===== src/rtl/lcd_bus_reader_if.sv =====
// Bus bundle between the LCD read-cycle engine and its owner:
// the request handshake, the LCD pin strobes and the captured status.
interface lcd_bus_reader_if;
  logic       start;
  logic       rs_sel;
  logic       poll;
  logic [7:0] LCD_DATA_IN;
  logic       LCD_E;
  logic       LCD_RS;
  logic       LCD_RW;
  logic       LCD_DATA_OE;
  logic       active;
  logic       done;
  logic [7:0] data_out;
  logic       busy_flag;
  logic       timeout;

  modport master (
    output start, rs_sel, poll, LCD_DATA_IN,
    input  LCD_E, LCD_RS, LCD_RW, LCD_DATA_OE, active, done, data_out, busy_flag, timeout
  );

  modport slave (
    input  start, rs_sel, poll, LCD_DATA_IN,
    output LCD_E, LCD_RS, LCD_RW, LCD_DATA_OE, active, done, data_out, busy_flag, timeout
  );
endinterface


===== src/rtl/lcd_bus_reader.sv =====
// HD44780 read-cycle engine: strobes E/RS/RW to read the busy/address or data register,
// optionally re-reading until the busy flag clears or the poll limit expires.
module lcd_bus_reader #(
  parameter int unsigned T_SETUP = 2,
  parameter int unsigned T_EHIGH = 12,
  parameter int unsigned T_ELOW  = 12,
  parameter int unsigned TIMEOUT = 205000
) (
  input logic             CLK,
  input logic             RST_N,
  lcd_bus_reader_if.slave bus
);

  // Zero-length phases are stretched to one clock.
  localparam int unsigned TSet = (T_SETUP == 0) ? 1 : T_SETUP;
  localparam int unsigned TEh  = (T_EHIGH == 0) ? 1 : T_EHIGH;
  localparam int unsigned TEl  = (T_ELOW == 0) ? 1 : T_ELOW;

  localparam logic [22:0] SetupLast  = 23'(TSet - 1);
  localparam logic [22:0] EhighLast  = 23'(TEh - 1);
  localparam logic [22:0] ElowLast   = 23'(TEl - 1);
  localparam logic [22:0] TimeoutLim = (TIMEOUT > 32'h7f_ffff) ? 23'h7f_ffff : 23'(TIMEOUT);

  typedef enum logic [2:0] {
    StIdle,
    StSetup,
    StEhigh,
    StElow,
    StDone
  } state_e;

  state_e      state_q;
  logic [22:0] phase_q;
  logic [22:0] elapsed_q;
  logic        poll_en_q;
  logic        e_q;
  logic        rs_q;
  logic        rw_q;
  logic        active_q;
  logic        done_q;
  logic [7:0]  data_q;
  logic        busy_q;
  logic        timeout_q;

  always_ff @(posedge CLK or negedge RST_N) begin
    if (!RST_N) begin
      state_q   <= StIdle;
      phase_q   <= '0;
      elapsed_q <= '0;
      poll_en_q <= 1'b0;
      e_q       <= 1'b0;
      rs_q      <= 1'b0;
      rw_q      <= 1'b0;
      active_q  <= 1'b0;
      done_q    <= 1'b0;
      data_q    <= '0;
      busy_q    <= 1'b0;
      timeout_q <= 1'b0;
    end else begin
      if (elapsed_q != '1) begin
        elapsed_q <= elapsed_q + 23'd1;
      end

      unique case (state_q)
        StIdle: begin
          if (bus.start) begin
            rs_q      <= bus.rs_sel;
            rw_q      <= 1'b1;
            active_q  <= 1'b1;
            poll_en_q <= bus.poll & ~bus.rs_sel;
            elapsed_q <= '0;
            timeout_q <= 1'b0;
            phase_q   <= '0;
            state_q   <= StSetup;
          end
        end

        StSetup: begin
          if (phase_q == SetupLast) begin
            phase_q <= '0;
            e_q     <= 1'b1;
            state_q <= StEhigh;
          end else begin
            phase_q <= phase_q + 23'd1;
          end
        end

        StEhigh: begin
          if (phase_q == EhighLast) begin
            phase_q <= '0;
            e_q     <= 1'b0;
            data_q  <= bus.LCD_DATA_IN;
            busy_q  <= rs_q ? 1'b0 : bus.LCD_DATA_IN[7];
            state_q <= StElow;
          end else begin
            phase_q <= phase_q + 23'd1;
          end
        end

        StElow: begin
          if (phase_q == ElowLast) begin
            phase_q <= '0;
            // The limit is only consulted here, so a poll always completes whole reads.
            if (poll_en_q && busy_q && (elapsed_q < TimeoutLim)) begin
              state_q <= StSetup;
            end else begin
              if (poll_en_q && busy_q) begin
                timeout_q <= 1'b1;
              end
              done_q  <= 1'b1;
              state_q <= StDone;
            end
          end else begin
            phase_q <= phase_q + 23'd1;
          end
        end

        StDone: begin
          done_q   <= 1'b0;
          rw_q     <= 1'b0;
          rs_q     <= 1'b0;
          active_q <= 1'b0;
          state_q  <= StIdle;
        end

        default: begin
          state_q <= StIdle;
        end
      endcase
    end
  end

  assign bus.LCD_E       = e_q;
  assign bus.LCD_RS      = rs_q;
  assign bus.LCD_RW      = rw_q;
  assign bus.LCD_DATA_OE = 1'b0;
  assign bus.active      = active_q;
  assign bus.done        = done_q;
  assign bus.data_out    = data_q;
  assign bus.busy_flag   = busy_q;
  assign bus.timeout     = timeout_q;

endmodule


===== src/flat_wrapper.sv =====
// flat-port wrapper written by rule: the top's interface ports become plain ports
module lcd_bus_reader_flat 
#(
  parameter int unsigned T_SETUP = 2,
  parameter int unsigned T_EHIGH = 12,
  parameter int unsigned T_ELOW  = 12,
  parameter int unsigned TIMEOUT = 205000
)
  (CLK, RST_N, bus_start, bus_rs_sel, bus_poll, bus_LCD_DATA_IN, bus_LCD_E, bus_LCD_RS, bus_LCD_RW, bus_LCD_DATA_OE, bus_active, bus_done, bus_data_out, bus_busy_flag, bus_timeout);
  lcd_bus_reader_if bus_i ();
  input logic CLK;
  input logic RST_N;
  input wire logic [$bits(bus_i.start)-1:0] bus_start;
  input wire logic [$bits(bus_i.rs_sel)-1:0] bus_rs_sel;
  input wire logic [$bits(bus_i.poll)-1:0] bus_poll;
  input wire logic [$bits(bus_i.LCD_DATA_IN)-1:0] bus_LCD_DATA_IN;
  output wire logic [$bits(bus_i.LCD_E)-1:0] bus_LCD_E;
  output wire logic [$bits(bus_i.LCD_RS)-1:0] bus_LCD_RS;
  output wire logic [$bits(bus_i.LCD_RW)-1:0] bus_LCD_RW;
  output wire logic [$bits(bus_i.LCD_DATA_OE)-1:0] bus_LCD_DATA_OE;
  output wire logic [$bits(bus_i.active)-1:0] bus_active;
  output wire logic [$bits(bus_i.done)-1:0] bus_done;
  output wire logic [$bits(bus_i.data_out)-1:0] bus_data_out;
  output wire logic [$bits(bus_i.busy_flag)-1:0] bus_busy_flag;
  output wire logic [$bits(bus_i.timeout)-1:0] bus_timeout;
  assign bus_i.start = bus_start;
  assign bus_i.rs_sel = bus_rs_sel;
  assign bus_i.poll = bus_poll;
  assign bus_i.LCD_DATA_IN = bus_LCD_DATA_IN;
  assign bus_LCD_E = bus_i.LCD_E;
  assign bus_LCD_RS = bus_i.LCD_RS;
  assign bus_LCD_RW = bus_i.LCD_RW;
  assign bus_LCD_DATA_OE = bus_i.LCD_DATA_OE;
  assign bus_active = bus_i.active;
  assign bus_done = bus_i.done;
  assign bus_data_out = bus_i.data_out;
  assign bus_busy_flag = bus_i.busy_flag;
  assign bus_timeout = bus_i.timeout;
  lcd_bus_reader #(.T_SETUP(T_SETUP), .T_EHIGH(T_EHIGH), .T_ELOW(T_ELOW), .TIMEOUT(TIMEOUT)) u_core (.CLK(CLK), .RST_N(RST_N), .bus(bus_i));
endmodule

===== config.mk =====
export PLATFORM = sky130hd
export DESIGN_NAME = lcd_bus_reader_flat
export DESIGN_NICKNAME = d
export VERILOG_FILES = /design/src/rtl/lcd_bus_reader_if.sv /design/src/rtl/lcd_bus_reader.sv /design/src/flat_wrapper.sv
export SDC_FILE = /design/constraint.sdc
export NUM_CORES = 1
export LEC_CHECK = 0
export BUFFER_PORTS_ARGS = -buffer_cell sky130_fd_sc_hd__buf_2
export CAP_MARGIN = 20
export CELL_PAD_IN_SITES_DETAIL_PLACEMENT = 0
export CELL_PAD_IN_SITES_GLOBAL_PLACEMENT = 1
export CORE_ASPECT_RATIO = 1.1
export CORE_MARGIN = 5
export CORE_UTILIZATION = 48
export CTS_CLUSTER_SIZE = 28
export DETAILED_ROUTE_END_ITERATION = 16
export PLACE_DENSITY_LB_ADDON = 0.1
export REMOVE_ABC_BUFFERS = 1
export SLEW_MARGIN = 10
export SYNTH_ARGS = -nofsm -noshare
export SYNTH_HDL_FRONTEND = slang
export SYNTH_SLANG_ARGS = --single-unit

===== constraint.sdc =====
create_clock -name CLK -period 4.45 [get_ports CLK]
set_input_delay 0.89 -clock CLK [delete_from_list [all_inputs] [get_ports CLK]]
set_output_delay 0.89 -clock CLK [all_outputs]
set_load 0.01 [all_outputs]

**Word level (Yosys, flattened, before mapping)**

Cells that the tools add are included.

- Eq/ne operators: 13
- Order comparisons: 1
- Add/sub/neg operators: 2
- Reductions and logical operators: 17
- Bitwise gates (word level): 2
- Mux-type cells: 29

Operator list:

| kind | number |
|---|---|
| 23-bit two-way mux | 6 |
| 23-bit one-hot mux with 3 select lines | 1 |
| 23-bit by 1-bit adder with 23-bit output, second input constant | 2 |
| 23-bit by 1-bit == test with 1-bit output, second input constant | 1 |
| 23-bit by 4-bit == test with 1-bit output, second input constant | 1 |
| 23-bit by 18-bit < comparator with 1-bit output, second input constant | 1 |
| 23-bit inequality test, second input constant | 1 |
| 3-bit two-way mux | 5 |
| 3-bit one-hot mux with 4 select lines | 1 |
| 1-bit two-way mux | 11 |
| 1-bit one-hot mux with 2 select lines | 5 |
| 2-bit by 1-bit inequality test with 1-bit output, second input constant | 4 |
| 2-bit AND reduction | 4 |
| 2-bit nonzero test | 4 |
| 3-bit by 2-bit == test with 1-bit output, second input constant | 2 |
| 3-bit AND reduction | 2 |
| 5-bit AND reduction | 1 |
| 2-bit inequality test, second input constant | 2 |
| 4-bit AND reduction | 1 |
| 3-bit by 1-bit == test with 1-bit output, second input constant | 1 |
| 3-bit == test, second input constant | 1 |
| 3-bit zero test | 1 |
| 3-bit nonzero test | 1 |
| 1-bit logical AND | 2 |
| 3 further kinds | 3 |

- Output and inout port bits: 16
- Register bits: 64
- Input port bits: 13

**Depth between registers and ports, before layout**

Gate-level depths: netlist of the first run.

- Word-level depth: 5
- Depth in mapped cells: 8
- Gate-level depth less buffers: 7

**Worst setup path before layout of the first run**

No wires, ideal clock.

- Path type: flip-flop to flip-flop
- From: register u_core.phase_q[7]
- To: register u_core.state_q[0]
- Slack: 2.490 ns
- Data required time: 4.319 ns
- Stages on the path, launching flop included: 6
- Period minus slack after synthesis: 1.960 ns
- Library setup time: 0.131 ns
- Arrival time: 1.829 ns
- Cell sequence: dfrtp_1 -> or4_4 -> o21bai_4 -> or2_4 -> and3b_1 -> or3_1

- Word-level cells in the longest chain between the ends: 3
- Elaborated cells between the ends (all ways): 6
- Classes of those cells: 5 x eq/ne; 1 x reduce/logical

Ends and longest elaborated chain:

| item | line | text |
|---|---|---|
| from (decl) | lcd_bus_reader.sv:33 | `logic [22:0] phase_q;` |
| from (signal assigned) | lcd_bus_reader.sv:84 | `phase_q <= phase_q + 23'd1;` |
| from (signal assigned) | lcd_bus_reader.sv:96 | `phase_q <= phase_q + 23'd1;` |
| from (signal assigned) | lcd_bus_reader.sv:114 | `phase_q <= phase_q + 23'd1;` |
| 23-bit by 4-bit == test with 1-bit output / 23-bit by 1-bit == test with 1-bit output (equally long branches) | lcd_bus_reader.sv:89, lcd_bus_reader.sv:101, lcd_bus_reader.sv:79 |  |
| 2-bit by 1-bit inequality test with 1-bit output (no line) | - |  |
| 4-bit AND reduction (no line) * | - |  |
| to (signal assigned) | lcd_bus_reader.sv:94 | `state_q <= StElow;` |
| to (signal assigned) | lcd_bus_reader.sv:105 | `state_q <= StSetup;` |
| to (signal assigned) | lcd_bus_reader.sv:111 | `state_q <= StDone;` |
| to (decl) | lcd_bus_reader.sv:32 | `state_e state_q;` |

Mark *: on every way between the ends. The rest lies on a longest branch, timed or not.
A chain may end at the register's enable or synchronous reset.

**Worst setup path after layout of the first run**

- From: register u_core.phase_q[7]
- To: register u_core.phase_q[16]

- Word-level cells in the longest chain between the ends: 3
- Elaborated cells between the ends (all ways): 6
- Classes of those cells: 1 x add/sub; 2 x eq/ne; 3 x mux

Ends and longest elaborated chain:

| item | line | text |
|---|---|---|
| 23-bit by 1-bit adder with 23-bit output (tied with other cells) | lcd_bus_reader.sv:84, lcd_bus_reader.sv:96, lcd_bus_reader.sv:114 |  |
| 23-bit two-way mux, on equally long branches | lcd_bus_reader.sv:89, lcd_bus_reader.sv:101, lcd_bus_reader.sv:79 |  |
| 23-bit one-hot mux with 3 select lines * | lcd_bus_reader.sv:64 | `unique case (state_q)` |

Marks and branches as above.

==> metrics.md, run 1 <==
| Metric | Value |
|---|---|
| Outcome | completed |
| Initial antenna violation count | 0 |
| Layout cells sized above 1 | 0.170 |
| Post-DP Area | 0.00356 mm2 |
| YS warnings | 0 |
| Post-layout util | 0.539 |
| EDFF count, synth | 0 |
| Setup_tns | 0 ns |
| Cts repair resizes | 0 |
| Sequential-to-total area share from yosys stat | 0.470 |
| Total GRT Usage | 0.179 |
| Headroom to the max-slew limit | 0.411 |
| Die area | 0.00889 mm2 |
| Max VDD drop | 0.000284 V |
| # nets final | 388 |
| Post-DP HPWL | 5.17 mm |
| Leakage power | 1.65 nW |
| Final-report setup violation count | 0 |
| Reg2reg path depth | 5 |
| CTS tree | done |
| Peak Freq | 439 MHz |
| Worst path slowest cell | or4_4 |
| Final period util | 0.512 |
| Slew Viols, Final | 0 |
| Crit-path cells | or4_4 > o21bai_4 > o21ai_2 > o21ai_0 > a22o_1 |
| CP delay by family, top | compound AO/OA/AOI/OAI gates |
| Via density | 5.94 |
| Initial Util | 0.489 |
| PwrDens | 542 mW/mm2 |
| Worst hold path type | reg -> reg |
| Clk slew on worst S/H paths | 0.07 ns |
| Setup slack after layout | 2.17 ns |
| CP Launch Type | flop |
| Iter 0 DRT Violations | 163 |
| Horiz. Die Dim | 90.4 um |
| Drt pass-1 iters | 4 |
| Post-route DRC | 0 |
| Crit path from | u_core.phase_q[7]$_DFFE_PN0P_ |
| Setup bufs post-CTS | 0 |
| Worst R2R Setup Slack | 2.17 ns |
| Deepest clock path buffer count | 2 |
| Clock sink count | 64 |
| CTS HTree Levels | 3 |
| Hold_buf cts | 0 |
| Vias in the first global route | 2,664 |
| Port bufs | 27 |
| WL final | 7.49 mm |
| Detailed-route via count | 2,745 |
| Inst Count DP | 446 |
| Stages on the worst setup path | 5 |
| Seq cells post-synth | 64 |
| Yosys cell types | 58 |
| Critical Path AT | 2.51 ns |
| First-pass GRT wire length | 13.1 mm |
| CP Max Fanout | 17 |
| Std cell rows | 32 |
| Final Hold Viols | 0 |
| CTS buffer count | 9 |
| Area growth, synth to finish | 10.2% |
| Most used flip-flop cell after synthesis | dfrtp_1 |
| Unrepaired setup endpoints after global routing | false |
| Avg Synthesized Cell Area | 9.77 um2 |
| Dpl ws | 2.12 ns |
| Core ar. | 0.00697 mm2 |
| Final hold slack | 0.472 ns |
| WS Path Type | reg -> reg |
| Mapped Cells | 349 |
| Final min period | 2.28 ns |
| Post-detailed-route wirelength per cell | 16.2 um |
| Post-synth ARST share | 1.00 |
| Die Span Y | 98.4 um |
| Post-Syn Area | 0.00341 mm2 |
| Max-Cap Viols | 0 |
| IO Count | 29 |
| Layout Cells excl Fill | 462 |
| CP bufs+invs | 0 |
| Inserted Diodes | 0 |
| Reg2Reg Capture Point | u_core.phase_q[16]$_DFFE_PN0P_ |
| Post-DRT Antenna Nets | 0 |
| Largest net degree at the start of global routing | 41 |
| Nature of the critical path endpoint | flop |
| Worst Path Required | 4.68 ns |
| Most common cell after layout, fill and taps aside | dfrtp_1 |
| Slew @ Worst Pin | 0.883 ns |
| Clock Latency Late Sink | 0.34 ns |
| Worst r2r src | u_core.phase_q[7]$_DFFE_PN0P_ |
| Global route overflow | 0 |
| Commonest cells after routing, fill and taps aside | dfrtp_1 (64), nor2_1 (33), nand3_1 (28), buf_2 (27), nand2_1 (20) |
| Global placer's final weighted congestion | 0.806 |
| Worst Setup EP | u_core.phase_q[16]$_DFFE_PN0P_ |
| Design area | 0.00376 mm2 |
| Slowest Stage Delay on Critical Path | 0.55 ns |
| Design Power | 2.04 mW |
| CTS Root Buffer Type | clkbuf_8 |
| Fin Clk Skew | 0.00552 ns |
[worst min-delay path by stage]
| stage | slack [ns] | to | start | cells past startpoint |
|---|---|---|---|---|
| after floorplan | 0.45 | u_core.poll_en_q$_DFFE_PN0P_ | u_core.poll_en_q$_DFFE_PN0P_ | 2 |
| after global placement | 0.46 | u_core.bus.timeout$_DFFE_PN0P_ | u_core.bus.timeout$_DFFE_PN0P_ | 2 |
| after detailed placement | 0.46 | u_core.bus.timeout$_DFFE_PN0P_ | u_core.bus.timeout$_DFFE_PN0P_ | 2 |
| after CTS | 0.48 | u_core.bus.timeout$_DFFE_PN0P_ | u_core.bus.timeout$_DFFE_PN0P_ | 2 |
| after global routing | 0.50 | u_core.bus.LCD_E$_DFFE_PN0P_ | u_core.bus.LCD_E$_DFFE_PN0P_ | 1 |
| final | 0.47 | u_core.bus.timeout$_DFFE_PN0P_ | u_core.bus.timeout$_DFFE_PN0P_ | 2 |
[worst reg2reg max path, stage by stage, from the launching register on]
cell      delay [ns]
dfrtp_1         0.44
or4_4           0.55
o21bai_4        0.20
o21ai_2         0.52
o21ai_0         0.20
a22o_1          0.27
[kinds of logic (layout without fill, tap and decap cells)]
group / count (synthesis) / in the layout / share of synthesized area
mux: 11 / 11 / 0.0356
buf+inv: 23 / 51 / 0.0367
xor+xnor: 19 / 19 / 0.0488
other cells: 1 / 1 / 0.00110
fa+ha+maj: 3 / 3 / 0.0110
flops: 64 / 64 / 0.470
simple gates: 157 / 157 / 0.257
compound gates: 71 / 71 / 0.140
[registers in the layout, indices dropped and copies added, names as in the netlist]
register / cells
u_core.bus.LCD_E: 1
u_core.bus.LCD_RS: 1
u_core.bus.LCD_RW: 1
u_core.bus.busy_flag: 1
u_core.bus.data_out: 8
u_core.bus.done: 1
u_core.bus.timeout: 1
u_core.elapsed_q: 23
u_core.phase_q: 23
u_core.poll_en_q: 1
u_core.state_q: 3
[synthesized netlist by cell type, types with 7 or more instances]
| cell type | count | area [um2] |
|---|---|---|
| xnor2_1 | 9 | 78.8 |
| nand4_1 | 15 | 93.8 |
| mux2_2 | 9 | 101 |
| dfrtp_1 | 64 | 1600 |
| nor2_1 | 33 | 124 |
| a21oi_1 | 14 | 70.1 |
| a31oi_1 | 7 | 43.8 |
| xor2_1 | 10 | 87.6 |
| nand2_1 | 20 | 75.1 |
| nor4_1 | 7 | 43.8 |
| nand3_1 | 28 | 140 |
| and3_1 | 10 | 62.6 |
| o21ai_0 | 17 | 85.1 |
| clkbuf_1 | 7 | 26.3 |
[power breakdown]
part	switching (mW)	total [mW]	internal [mW]	leakage, nW
clock network	0.231	0.478	0.247	0.0906
logic	0.358	0.625	0.268	0.731
registers	0.193	0.934	0.741	0.832
total	0.782	2.04	1.26	1.65
[metal layers]
metal / wire length, um / vias up / GRT usage
met2: 3700 / 47 / 0.292
met4: 104 / 0 / 0.0687
li1: - / 1354 / -
met5: 0 / - / 0
met3: 251 / 9 / 0.0308
met1: 3440 / 1335 / 0.238
[cell type report]
cell class | instances | area [um2]
Fill cell | 661 | 3210
Multi-Input combinational cell | 262 | 1680
Sequential cell | 64 | 1600
Clock buffer | 12 | 165
Timing Repair Buffer | 29 | 150
Tap cell | 85 | 106
Clock inverter | 4 | 27.5
Inverter | 6 | 22.5
Power figures use the tool's default switching activity.
==> run 2: changes to the inputs <==
- CORE_UTILIZATION: 48 -> 46
- clock period: 4.45 -> 2.1 ns (I/O delays scaled with it)
==> metrics.md, run 2 (same netlist as run 1, synthesis figures left out) <==
| Metric | Value |
|---|---|
| Filler instances | 699 |
| Detailed-route via count | 2,842 |
| # nets final | 417 |
| Via density | 5.76 |
| Multi-input logic area | 0.00169 mm2 |
| Headroom to the max-slew limit | 0.478 |
| Critical Path AT | 2.20 ns |
| Setup_tns | 0 ns |
| Slew @ Worst Pin | 0.780 ns |
| Initial antenna violation count | 0 |
| Post-DRT Antenna Nets | 0 |
| WL final | 7.69 mm |
| Clk slew on worst S/H paths | 0.07 ns |
| Std cell rows | 33 |
| Reg area | 0.00160 mm2 |
| CTS buffer count | 9 |
| Leakage power | 1.83 nW |
| Clock Latency Late Sink | 0.34 ns |
| Nature of the critical path endpoint | flop |
| Setup bufs post-CTS | 0 |
| Outcome | completed |
| PwrDens | 1170 mW/mm2 |
| Die area | 0.00924 mm2 |
| Slowest Stage Delay on Critical Path | 0.55 ns |
| Worst hold path type | in -> async |
| Met3 WL | 158 um |
| Clock sink count | 64 |
| Vias in the first global route | 2,876 |
| Crit-path cells | or4_4 > o21bai_4 > or2_4 > and3b_1 > or3_1 |
| Drt pass-1 iters | 4 |
| Final period util | 0.948 |
| CP Max Fanout | 3 |
| Design area | 0.00402 mm2 |
| Worst path slowest cell | or4_4 |
| Largest net degree at the start of global routing | 65 |
| Final min period | 1.99 ns |
| Post-detailed-route wirelength per cell | 15.6 um |
| Dpl ws | 0.0463 ns |
| Post-DP HPWL | 5.44 mm |
| Final-report setup violation count | 0 |
| WS Path Type | reg -> reg |
| Slew Viols, Final | 0 |
| Iter 0 DRT Violations | 168 |
| Core ar. | 0.00735 mm2 |
| Wire length on met1 | 3.44 mm |
| Global route overflow | 0 |
| Port bufs | 27 |
| Final Hold Viols | 0 |
| Most common cell after layout, fill and taps aside | dfrtp_1 |
| Post-route DRC | 0 |
| Met2 WL | 3.95 mm |
| Inserted Diodes | 0 |
| CTS Root Buffer Type | clkbuf_8 |
| Area growth, synth to finish | 17.8% |
| CTS HTree Levels | 3 |
| Fin Clk Skew | 0.00828 ns |
| Die Span Y | 100 um |
| Layout cells sized above 1 | 0.229 |
| CP Launch Type | flop |
| Total GRT Usage | 0.182 |
| Worst Path Required | 2.31 ns |
| IO Count | 29 |
| Peak Freq | 502 MHz |
| Setup slack after layout | 0.108 ns |
| Post-DP Area | 0.00381 mm2 |
| Initial Util | 0.464 |
| Top Metal Used | met4 |
| Max VDD drop | 0.000647 V |
| CTS tree | done |
| Commonest cells after routing, fill and taps aside | dfrtp_1 (64), nor2_1 (33), buf_4 (29), nand3_1 (28), buf_2 (27) |
| Unrepaired setup endpoints after global routing | false |
| First-pass GRT wire length | 13.5 mm |
| Global placer's final weighted congestion | 0.822 |
| Deepest clock path buffer count | 2 |
| Horiz. Die Dim | 92.1 um |
| Max-Cap Viols | 0 |
## run 2: path summary, 6_finish.rpt
check                      slack [ns]                      startpoint                                  to  cells past startpoint
max reg2reg                      0.11  u_core.phase_q[10]$_DFFE_PN0P_       u_core.state_q[0]$_DFFE_PN0P_                      5
min                              0.08                           RST_N      u_core.elapsed_q[19]$_DFF_PN0_                      2
max                              0.11  u_core.phase_q[10]$_DFFE_PN0P_       u_core.state_q[0]$_DFFE_PN0P_                      5
max in group asynchronous        1.72                           RST_N       u_core.phase_q[3]$_DFFE_PN0P_                      2
min in group CLK                 0.31              bus_LCD_DATA_IN[0]  u_core.bus.data_out[0]$_DFFE_PN0P_                      2
min reg2reg                      0.48  u_core.bus.timeout$_DFFE_PN0P_      u_core.bus.timeout$_DFFE_PN0P_                      2
## run 2: layer usage
metal | global-route usage | up-vias
met5 | 0 | -
met2 | 0.333 | 33
met1 | 0.208 | 1391
met3 | 0.0390 | 13
met4 | 0.0731 | 0
li1 | - | 1405
## run 2: timing repair
action | CTS | global route
gates resized for setup | 0 | 3
hold buffers | 0 | 0
endpoints found under the setup margin | 0 | 13
## run 2: stage by stage
step                      hold slack, ns   util  cells  total power, mW
final                             0.0811  0.546    493             4.68
after global placement             0.462  0.518    477             3.59
after floorplan                    0.124      -    332             2.88
after global routing               0.129  0.546    493             5.04
after detailed placement           0.465  0.518    477             3.61
after CTS                          0.100  0.545    493             4.71
## run 2: layout make-up
class,count,share of cell area
clock buffers,13,0.0396
repair buffers,58,0.0978
inverters,6,0.00561
well taps,87,0.0271
flip-flops and latches,64,0.399
clock inverters,3,0.00997
multi-input cells,262,0.421
## run 2: worst max-delay path: cells and delay by family (launching register included)
kind	cells	cell delay, ns
AND/OR/NAND/NOR	4	1.27
flip-flops	1	0.40
AO/OA/AOI/OAI	1	0.20
## run 2: where the power goes
part           internal (mW)  switching (mW)
combinational          0.799           0.871
sequential              1.57           0.363
clock                  0.611           0.466
